### src/rtl/projectile_pkg.sv
// Shared defaults, direction encodings and per-slot state encoding
// for the projectile pool and its slot sub-modules.
package projectile_pkg;

    localparam int unsigned DEF_SLOTS    = 12;
    localparam int unsigned DEF_XW       = 7;
    localparam int unsigned DEF_YW       = 6;
    localparam int unsigned DEF_DIR      = 0;
    localparam int unsigned DEF_START_X  = 16;
    localparam int unsigned DEF_HIT_X    = 74;
    localparam int unsigned DEF_STEP     = 2;
    localparam int unsigned DEF_BALL_H   = 8;
    localparam int unsigned DEF_TARGET_H = 20;
    localparam int unsigned DEF_COOLDOWN = 4;

    localparam int unsigned DIR_RIGHT = 0;
    localparam int unsigned DIR_LEFT  = 1;

    typedef enum logic {
        SLOT_IDLE   = 1'b0,
        SLOT_FLIGHT = 1'b1
    } slot_state_t;

endpackage

### src/rtl/projectile_slot.sv
// One projectile slot: spawn, stepwise motion, edge-of-field exit and
// target crossing/overlap detection. Hit/block flags are combinational.
module projectile_slot
    import projectile_pkg::*;
#(
    parameter int unsigned XW       = DEF_XW,
    parameter int unsigned YW       = DEF_YW,
    parameter int unsigned DIR      = DEF_DIR,
    parameter int unsigned START_X  = DEF_START_X,
    parameter int unsigned HIT_X    = DEF_HIT_X,
    parameter int unsigned STEP     = DEF_STEP,
    parameter int unsigned BALL_H   = DEF_BALL_H,
    parameter int unsigned TARGET_H = DEF_TARGET_H
) (
    input  logic          clk,
    input  logic          reset,
    input  logic          i_spawn,
    input  logic          i_move,
    input  logic [YW-1:0] i_shooter_y,
    input  logic [YW-1:0] i_target_y,
    input  logic          i_target_shield,
    output logic          o_en,
    output logic [XW-1:0] o_x,
    output logic [YW-1:0] o_y,
    output logic          o_hit,
    output logic          o_block
);

    localparam logic [XW:0]   STEP_W     = (XW+1)'(STEP);
    localparam logic [XW-1:0] HIT_XW     = XW'(HIT_X);
    localparam logic [XW-1:0] START_XW   = XW'(START_X);
    localparam logic [YW:0]   BALL_HW    = (YW+1)'(BALL_H);
    localparam logic [YW:0]   TARGET_HW  = (YW+1)'(TARGET_H);

    slot_state_t   r_state;
    logic [XW-1:0] r_x;
    logic [YW-1:0] r_y;

    logic [XW:0]   w_sum;
    logic [XW:0]   w_diff;
    logic          w_exit;
    logic [XW-1:0] w_x_new;
    logic          w_cross;
    logic          w_overlap;
    logic          w_active_move;
    logic          w_strike;

    // The extra MSB of the sum/difference is the carry/borrow that marks leaving the field.
    assign w_sum         = {1'b0, r_x} + STEP_W;
    assign w_diff        = {1'b0, r_x} - STEP_W;
    assign w_exit        = (DIR == DIR_LEFT) ? w_diff[XW] : w_sum[XW];
    assign w_x_new       = (DIR == DIR_LEFT) ? w_diff[XW-1:0] : w_sum[XW-1:0];
    assign w_cross       = (DIR == DIR_LEFT) ? (w_x_new <= HIT_XW) : (w_x_new >= HIT_XW);
    assign w_overlap     = (({1'b0, r_y} + BALL_HW) > {1'b0, i_target_y}) &&
                           ({1'b0, r_y} < ({1'b0, i_target_y} + TARGET_HW));
    assign w_active_move = i_move && (r_state == SLOT_FLIGHT);
    assign w_strike      = w_active_move && !w_exit && w_cross && w_overlap;

    assign o_hit   = w_strike && !i_target_shield;
    assign o_block = w_strike && i_target_shield;
    assign o_en    = (r_state == SLOT_FLIGHT);
    assign o_x     = r_x;
    assign o_y     = r_y;

    always_ff @(posedge clk) begin
        if (reset) begin
            r_state <= SLOT_IDLE;
            r_x     <= '0;
            r_y     <= '0;
        end else if (i_spawn && (r_state == SLOT_IDLE)) begin
            r_state <= SLOT_FLIGHT;
            r_x     <= START_XW;
            r_y     <= i_shooter_y;
        end else if (w_active_move) begin
            if (w_exit) begin
                r_state <= SLOT_IDLE;
            end else begin
                r_x <= w_x_new;
                if (w_strike)
                    r_state <= SLOT_IDLE;
            end
        end
    end

endmodule

### src/rtl/projectile_pool.sv
// Projectile pool: shot edge detection, cooldown, lowest-free-slot spawn
// and per-cycle hit/block/drop pulses across SLOTS projectile slots.
module projectile_pool
    import projectile_pkg::*;
#(
    parameter int unsigned SLOTS    = DEF_SLOTS,
    parameter int unsigned XW       = DEF_XW,
    parameter int unsigned YW       = DEF_YW,
    parameter int unsigned DIR      = DEF_DIR,
    parameter int unsigned START_X  = DEF_START_X,
    parameter int unsigned HIT_X    = DEF_HIT_X,
    parameter int unsigned STEP     = DEF_STEP,
    parameter int unsigned BALL_H   = DEF_BALL_H,
    parameter int unsigned TARGET_H = DEF_TARGET_H,
    parameter int unsigned COOLDOWN = DEF_COOLDOWN
) (
    input  logic                        clk,
    input  logic                        reset,
    input  logic                        shoot,
    input  logic                        move_tick,
    input  logic                        freeze,
    input  logic [YW-1:0]               shooter_y,
    input  logic [YW-1:0]               target_y,
    input  logic                        target_shield,
    output logic [SLOTS-1:0]            ball_en,
    output logic [SLOTS*XW-1:0]         ball_x,
    output logic [SLOTS*YW-1:0]         ball_y,
    output logic                        hit,
    output logic [$clog2(SLOTS+1)-1:0]  hit_count,
    output logic                        blocked,
    output logic                        dropped,
    output logic                        pool_full
);

    localparam int unsigned HCW = $clog2(SLOTS+1);
    localparam int unsigned CDW = $clog2(COOLDOWN+2);

    logic           r_shoot_d;
    logic [CDW-1:0] r_cd;
    logic           r_hit;
    logic [HCW-1:0] r_hit_count;
    logic           r_blocked;
    logic           r_dropped;

    logic             w_edge;
    logic             w_accept;
    logic             w_drop;
    logic             w_move;
    logic             w_found;
    logic [SLOTS-1:0] w_free_vec;
    logic [SLOTS-1:0] w_slot_hit;
    logic [SLOTS-1:0] w_slot_block;
    logic [HCW-1:0]   w_hit_sum;

    assign w_edge    = shoot && !r_shoot_d;
    assign pool_full = &ball_en;
    assign w_accept  = w_edge && !freeze && (r_cd == '0) && !pool_full;
    assign w_drop    = w_edge && !freeze && ((r_cd != '0) || pool_full);
    assign w_move    = move_tick && !freeze;

    // Free-slot search uses registered ball_en, so a slot retiring this cycle is not reused until next.
    always_comb begin
        w_free_vec = '0;
        w_found    = 1'b0;
        for (int unsigned i = 0; i < SLOTS; i++) begin
            if (!ball_en[i] && !w_found) begin
                w_free_vec[i] = 1'b1;
                w_found       = 1'b1;
            end
        end
    end

    always_comb begin
        w_hit_sum = '0;
        for (int unsigned i = 0; i < SLOTS; i++)
            w_hit_sum = w_hit_sum + HCW'(w_slot_hit[i]);
    end

    for (genvar g = 0; g < SLOTS; g++) begin : g_slot
        projectile_slot #(
            .XW       (XW),
            .YW       (YW),
            .DIR      (DIR),
            .START_X  (START_X),
            .HIT_X    (HIT_X),
            .STEP     (STEP),
            .BALL_H   (BALL_H),
            .TARGET_H (TARGET_H)
        ) u_slot (
            .clk             (clk),
            .reset           (reset),
            .i_spawn         (w_accept && w_free_vec[g]),
            .i_move          (w_move),
            .i_shooter_y     (shooter_y),
            .i_target_y      (target_y),
            .i_target_shield (target_shield),
            .o_en            (ball_en[g]),
            .o_x             (ball_x[g*XW +: XW]),
            .o_y             (ball_y[g*YW +: YW]),
            .o_hit           (w_slot_hit[g]),
            .o_block         (w_slot_block[g])
        );
    end

    always_ff @(posedge clk) begin
        if (reset) begin
            r_shoot_d   <= 1'b0;
            r_cd        <= '0;
            r_hit       <= 1'b0;
            r_hit_count <= '0;
            r_blocked   <= 1'b0;
            r_dropped   <= 1'b0;
        end else begin
            r_hit       <= |w_slot_hit;
            r_hit_count <= w_hit_sum;
            r_blocked   <= |w_slot_block;
            r_dropped   <= w_drop;
            if (!freeze) begin
                r_shoot_d <= shoot;
                if (w_accept)
                    r_cd <= CDW'(COOLDOWN);
                else if (move_tick && (r_cd != '0))
                    r_cd <= r_cd - CDW'(1);
            end
        end
    end

    assign hit       = r_hit;
    assign hit_count = r_hit_count;
    assign blocked   = r_blocked;
    assign dropped   = r_dropped;

endmodule

### config.mk
export PLATFORM = sky130hd
export DESIGN_NAME = projectile_pool
export DESIGN_NICKNAME = d
export VERILOG_FILES = /design/src/rtl/projectile_pkg.sv /design/src/rtl/projectile_slot.sv /design/src/rtl/projectile_pool.sv
export SDC_FILE = /design/constraint.sdc
export NUM_CORES = 1
export LEC_CHECK = 0
export ABC_AREA = 1
export ABC_CLOCK_PERIOD_IN_PS = 9200
export BUFFER_PORTS_ARGS = -buffer_cell sky130_fd_sc_hd__buf_2
export CAP_MARGIN = 10
export CORE_ASPECT_RATIO = 0.8
export CORE_MARGIN = 4
export CORE_UTILIZATION = 35
export CTS_CLUSTER_DIAMETER = 40
export DETAILED_ROUTE_END_ITERATION = 12
export PLACE_DENSITY = 0.63
export SLEW_MARGIN = 0
export SYNTH_ARGS = -nofsm -noshare
export SYNTH_HDL_FRONTEND = slang
export SYNTH_HIERARCHICAL = 1
export SYNTH_SLANG_ARGS = --single-unit
### constraint.sdc
create_clock -name clk -period 9.2 [get_ports clk]
set_clock_uncertainty 0.1 [all_clocks]
set_input_delay 0.92 -clock clk [delete_from_list [all_inputs] [get_ports clk]]
set_output_delay 0.92 -clock clk [all_outputs]
set_load 0.05 [all_outputs]
# [After elaboration in Yosys (flattened, before gate mapping)]
# Index checks and enable logic that the tools add are counted.
[totals] reg_bits=179 latchBits=0 ramBits=0 rom_bits=0 input_bits=18 output_inout_bits=176 elab_cells=515 mem_count=0
[classes] n_addsub=37 n_mul=0 div_mod_pow=0 magnitude_cmp=36 n_eq_ne=12 shifts=0 n_mux=108 n_bitwise=25 n_reduce_logical=243
[ops] cell="5-bit 2-to-1 mux" count=36
[ops] cell="1-bit logical AND" count=126
[ops] cell="7-bit by 2-bit adder with 8-bit output (second input constant)" count=12
[ops] cell="6-bit by 4-bit adder with 7-bit output (second input constant)" count=12
[ops] cell="7-bit greater-or-equal comparator (second input constant)" count=12
[ops] cell="7-bit by 6-bit > comparator with 1-bit output" count=12
[ops] cell="6-bit by 7-bit less-than comparator with 1-bit output" count=12
[ops] cell="2-bit AND reduction" count=37
[ops] cell="1-bit 2-to-1 mux" count=70
[ops] cell="3-bit nonzero test" count=13
[ops] cell="1-bit zero test" count=37
[ops] cell="4-bit by 1-bit adder with 4-bit output" count=8
[ops] cell="2-bit nonzero test" count=13
[ops] cell="1-bit NOT" count=25
[ops] cell="2-bit inequality test (second input constant)" count=12
[ops] cell="12-bit OR reduction" count=2
[ops] cell="2-bit OR reduction" count=12
[ops] cell="12-bit AND reduction" count=1
[ops] cell="6-bit by 5-bit adder with 7-bit output (second input constant)" count=1
[ops] cell="3-bit 2-to-1 mux" count=2
[ops] cell="3-bit by 1-bit adder with 4-bit output" count=1
[ops] cell="2-bit by 1-bit adder with 3-bit output" count=1
[ops] cell="3-bit zero test" count=1
[ops] cell="3-bit by 1-bit subtractor with 3-bit output (second input constant)" count=1
[ops] cell="2 further kinds" count=2

# [Depth between registers and ports, before layout]
[depth] depth_word=37 ltp_mapped=22 depth_no_buf=22

# [Cells and area by module]
# The synthesis kept the hierarchy.
[modules_own_cells] mod="projectile_slot at g_slot[2].u_slot ..." n_inst=7 cells_per_inst=158 area_per_inst_um2=1078.5 seq_area_each_um2=260.2
[modules_own_cells] mod="projectile_slot at g_slot[0].u_slot ..." n_inst=5 cells_per_inst=157 area_per_inst_um2=1037.2 seq_area_each_um2=260.2
[modules_own_cells] mod="projectile_pool" n_inst=1 cells_per_inst=128 area_per_inst_um2=984.7 seq_area_each_um2=220.2

# [Worst setup path before layout]
# Ideal clock, no wire load.
[synth_path] path_type="input-to-reg" from="input port move_tick" to="register r_hit_count[2] (netlist: hit_count[2])" setup_time_ps=129 arrival_time_ps=4896 required_time_ps=8971 slack_ps=4075 stages=19 n_path_buf=0 cell_sequence="inv_1 -> nor2_1 -> nand2_1 -> nor2_2 -> nand3_2 -> nor2_2 -> nand3_2 -> nor2_1 -> inv_1 -> fa_1 -> fa_1 -> fa_1 -> fa_1 -> inv_1 -> ha_1 -> inv_1 -> fa_1 -> xor2_1 -> nor2_1"
[synth_via] elab_chain_len=17 word_cells_on_any_way=72 classes_between="add/sub (11); reduce/logical (61)"
[synth_rtl] element="start, declared" line="projectile_pool.sv:20" source="input logic move_tick,"
[synth_rtl] element="1-bit logical AND" line="projectile_pool.sv:59" source="assign w_move = move_tick && !freeze;"
[synth_rtl] element="net w_move" line="projectile_pool.sv:48" source="logic w_move;"
[synth_rtl] element="1-bit logical AND" line="projectile_slot.sv:56" source="assign w_active_move = i_move && (r_state == SLOT_FLIGHT);"
[synth_rtl] element="1-bit logical AND (3 in a row)" line="projectile_slot.sv:57" source="assign w_strike = w_active_move && !w_exit && w_cross && w_overlap;"
[synth_rtl] element="1-bit logical AND" line="projectile_slot.sv:59" source="assign o_hit = w_strike && !i_target_shield;"
[synth_rtl] element="net w_slot_hit[0]" line="projectile_pool.sv:51" source="logic [SLOTS-1:0] w_slot_hit;"
[synth_rtl] element="1-bit by 1-bit adder with 2-bit output" line="projectile_pool.sv:76" source="w_hit_sum = w_hit_sum + HCW'(w_slot_hit[i]);"
[synth_rtl] element="2-bit by 1-bit adder with 3-bit output" line="projectile_pool.sv:76"
[synth_rtl] element="3-bit by 1-bit adder with 4-bit output" line="projectile_pool.sv:76"
[synth_rtl] element="4-bit by 1-bit adder with 4-bit output (8 in a row)" line="projectile_pool.sv:76"
[synth_rtl] element="end signal, assigned" line="projectile_pool.sv:115" source="r_hit_count <= w_hit_sum;"
[synth_rtl] element="end, declared" line="projectile_pool.sv:41" source="logic [HCW-1:0] r_hit_count;"
# The timed path passes the listed nets, and every way through them passes these cells.
# A chain may end at the register's enable or synchronous reset.

# [Worst setup path in the final report]
[layout_path] from="input port target_y[3]" to="register r_hit_count[2] (netlist: hit_count[2])"
[layout_via] word_cells_on_any_way=72 classes_between="add/sub (12); order compare (24); reduce/logical (36)"
[layout_rtl] element="start, declared" line="projectile_pool.sv:23" source="input logic [YW-1:0] target_y,"
[layout_rtl] element="6-bit by 5-bit adder with 7-bit output" line="projectile_slot.sv:55" source="({1'b0, r_y} < ({1'b0, i_target_y} + TARGET_HW));"
[layout_rtl] element="6-bit by 7-bit less-than comparator with 1-bit output" line="projectile_slot.sv:55"
[layout_rtl] element="1-bit logical AND (*)" line="projectile_slot.sv:54" source="assign w_overlap = (({1'b0, r_y} + BALL_HW) > {1'b0, i_target_y}) &&"
[layout_rtl] element="1-bit logical AND (*)" line="projectile_slot.sv:57"
[layout_rtl] element="1-bit logical AND (*)" line="projectile_slot.sv:59"
[layout_rtl] element="net w_slot_hit[3]" line="projectile_pool.sv:51"
[layout_rtl] element="3-bit by 1-bit adder with 4-bit output (*)" line="projectile_pool.sv:76"
[layout_rtl] element="4-bit by 1-bit adder with 4-bit output (*) (8 in a row)" line="projectile_pool.sv:76"
# Mark *: on every way through the listed nets, which the timed path passes. The rest lies on a longest branch.

==> impl_metrics.env <==
export IMPL_critPathRequiredTime_ps=9410
export IMPL_htree_levels=4
export IMPL_powerDensity_mw_per_mm2=110
export IMPL_rrSetupSlack_ps=4390
export IMPL_cp_start_kind="primary input"
export IMPL_final_cells=2711
export IMPL_cts_sinks=167
export IMPL_final_max_slew_viol_count=0
export IMPL_post_cts_setup_buffer_count=0
export IMPL_p_leak_nw=8.41
export IMPL_placed_cells=2679
export IMPL_async_reset_ff_frac=0
export IMPL_max_stage_delay_ps=710
export IMPL_remaining_drc_errors=0
export IMPL_yosys_top_cells_area="dfxtp_1, ha_1, inv_1"
export IMPL_synth_nets=2219
export IMPL_crit_cells=22
export IMPL_grt_ovfl_total=0
export IMPL_hold_path_class="flop to flop"
export IMPL_dp_slack_ps=3200
export IMPL_endpoint_kind="flop"
export IMPL_antenna_found_initial=1
export IMPL_avgSynthCellArea_um2=6.80
export IMPL_clock_root_buffer="clkbuf_16"
export IMPL_peakVddDrop_mv=0.138
export IMPL_synth_flop_cell="dfxtp_1"
export IMPL_portBuffers=181
export IMPL_diodes=0
export IMPL_clockBufferDepth=2
export IMPL_grt_max_degree=49
export IMPL_crit_family="adder cells"
export IMPL_first_global_vias=12384
export IMPL_period_minus_slack_ps=5540
export IMPL_cts_clk_slew_worst_paths_ps=70
export IMPL_fillers=3995
export IMPL_yosysTopAreaCellShare=0.244
export IMPL_synth_cells=2019
export IMPL_fp_row_count=64
export IMPL_grtUsageTotal=0.192
export IMPL_fmax_mhz=181
export IMPL_routed_via_density=4.83
export IMPL_cts_tree="yes"
export IMPL_first_pass_iters=5
export IMPL_vias=13096
export IMPL_synth_cell_area_mm2=0.0137
export IMPL_yosys_warnings=6
export IMPL_die_h_um=185
export IMPL_status="finished, final reports clean"
export IMPL_dieWidth_um=229
export IMPL_antenna_left=0
export IMPL_layout_drive_gt1_share=0.181
export IMPL_startpoint="target_y[3]"
export IMPL_ctsResizeCount=0
export IMPL_critPathKind="primary input to flop"
export IMPL_post_dp_hpwl_mm=30.7
export IMPL_seq_area_frac_synth=0.244
export IMPL_synth_seq_cells=167
export IMPL_cp_max_fo=36
export IMPL_crit_chain="buf_2 -> ha_1 -> xor2_1 -> ha_1 -> nand2_1 -> inv_1 -> nand2_1 -> nand2_1 -> nand2_1 -> nand3_2 -> nor2_1 -> inv_1 -> fa_1 -> fa_1 -> fa_1 -> fa_1 -> inv_1 -> ha_1 -> inv_1 -> fa_1 -> xor2_1 -> nor2_1"
export IMPL_slowest_stage="buf_2"
export IMPL_layout_setup_ws_ps=3660
export IMPL_cts_buffers=17
export IMPL_yosysMostFrequentCell="inv_1"
export IMPL_cap_viol_max_count=0
export IMPL_hold_violations=0
export IMPL_core_mm2=0.0384
export IMPL_utilization=0.409
export IMPL_final_nets=2403
export IMPL_max_slew_margin=0.344
export IMPL_syn_to_final_growth_pct=14.5
export IMPL_worstMarginPinSlew_ps=983
export IMPL_rsz0062_at_grt="false"
export IMPL_drt_iter0_drc=803
export IMPL_routabilityCongestion=0.894
export IMPL_power_mw=1.73
export IMPL_reg2regPathDepth=21
export IMPL_wl_per_cell_um=15.2
export IMPL_yosys_top_cells_count="inv_1, nand2_1, nor2_1"
export IMPL_setup_tns_ps=0
export IMPL_synth_edff_count=0
export IMPL_reg2reg_to="hit_count[2]$_SDFF_PP0_"
export IMPL_crit_top_cell="fa_1"
export IMPL_crit_arrival_ps=5740
export IMPL_critPathBufInv=5
export IMPL_worstReg2RegStart="g_slot[1].u_slot/o_y[4]$_SDFFE_PP0P_"
export IMPL_grt_pass1_wl_mm=65.1
export IMPL_synth_cell_types=40
export IMPL_fin_crit_sh=0.602
export IMPL_clk_insertion_delay_late_ps=460
export IMPL_yosys_area_top_type="dfxtp_1"
export IMPL_die_area_mm2=0.0425
export IMPL_setup_viol=0
export IMPL_initial_core_util=0.357
export IMPL_ios=194
export IMPL_wirelength_mm=41.2
export IMPL_cts_hold_buffers=0
export IMPL_crit_end="hit_count[2]$_SDFF_PP0_"
==> worst register-to-register path: cells and delay by family (launching register included) <==
kind                       cells  cell delay [ps]
buffers and inverters          4              260
DFF                            1              430
adders and majority gates      8             2990
and+or+nand+nor                8              730
xor gates and xnor gates       1              140
==> logic make-up after synthesis <==
| group | share of synthesized area |
|---|---|
| and+or+nand+nor | 0.312 |
| buffers and inverters | 0.117 |
| AOI/OAI and AO/OA | 0.122 |
| adders and majority gates | 0.170 |
| DFF | 0.244 |
| xor gates and xnor gates | 0.0326 |
| other | 0.00328 |
==> cell type report <==
class | instances | area [µm²] | share of cell area
clock buffers | 20 | 467 | 0.0297
clock inverters | 12 | 140 | 0.00892
multi-input cells | 1451 | 8770 | 0.559
repair buffers | 185 | 936 | 0.0596
inverters | 381 | 1430 | 0.0910
flip-flops and latches | 167 | 3340 | 0.213
well taps | 495 | 619 | 0.0394
==> power by group <==
part           switching [mW]  internal (mW)
Sequential             0.0100          0.729
Combinational           0.160         0.0666
Clock                   0.340          0.426
==> flip-flops by register name, summed over array words and instances (netlist names) <==
| name | count |
|---|---|
| g_slot.u_slot/o_en | 12 |
| hit_count | 4 |
| hit | 1 |
| blocked | 1 |
| g_slot.u_slot/o_x | 72 |
| r_shoot_d | 1 |
| r_cd | 3 |
| dropped | 1 |
| g_slot.u_slot/o_y | 72 |
==> metrics by stage <==
step	cell area (µm²)	hold WS (ps)
after floorplan	13700	331
final	15700	373
after CTS	15700	364
after global placement	15100	339
after global routing	15700	388
after detailed placement	15100	353
==> per-layer routing <==
metal / track usage / up-vias / share of wire
li1: - / 6716 / -
met1: 0.249 / 5915 / 0.46
met2: 0.304 / 372 / 0.43
met3: 0.0532 / 91 / 0.072
met4: 0.0774 / 2 / 0.038
met5: 0 / - / 0.00032
==> placed cells by master, fill, tap and decap left out, drive strengths merged, types with 3 or more instances in the layout <==
master / Yosys / final
clkinvlp: 0 / 3
conb: 12 / 12
nand2: 375 / 375
nor2: 370 / 370
o21bai: 13 / 13
or2: 9 / 9
clkbuf: 1 / 20
buf: 19 / 185
o21ai: 164 / 164
xor2: 37 / 37
nor3: 4 / 4
ha: 175 / 175
dfxtp: 167 / 167
and2: 12 / 12
nand3b: 7 / 7
xnor2: 8 / 8
a21oi: 121 / 121
inv: 381 / 386
o211ai: 5 / 5
nor4: 6 / 6
nand3: 101 / 101
fa: 7 / 7
nand4: 23 / 23
==> worst min path at each step <==
stage	start	endpoint	slack [ps]	cells past startpoint
final	r_shoot_d$_SDFFE_PP0N_	r_shoot_d$_SDFFE_PP0N_	370	2
after global routing	r_shoot_d$_SDFFE_PP0N_	r_shoot_d$_SDFFE_PP0N_	390	2
after CTS	r_shoot_d$_SDFFE_PP0N_	r_shoot_d$_SDFFE_PP0N_	360	2
after global placement	r_shoot_d$_SDFFE_PP0N_	r_shoot_d$_SDFFE_PP0N_	340	2
after detailed placement	r_shoot_d$_SDFFE_PP0N_	r_shoot_d$_SDFFE_PP0N_	350	2
after floorplan	r_shoot_d$_SDFFE_PP0N_	r_shoot_d$_SDFFE_PP0N_	330	2
Note: power is estimated with default switching activity, not from simulation.
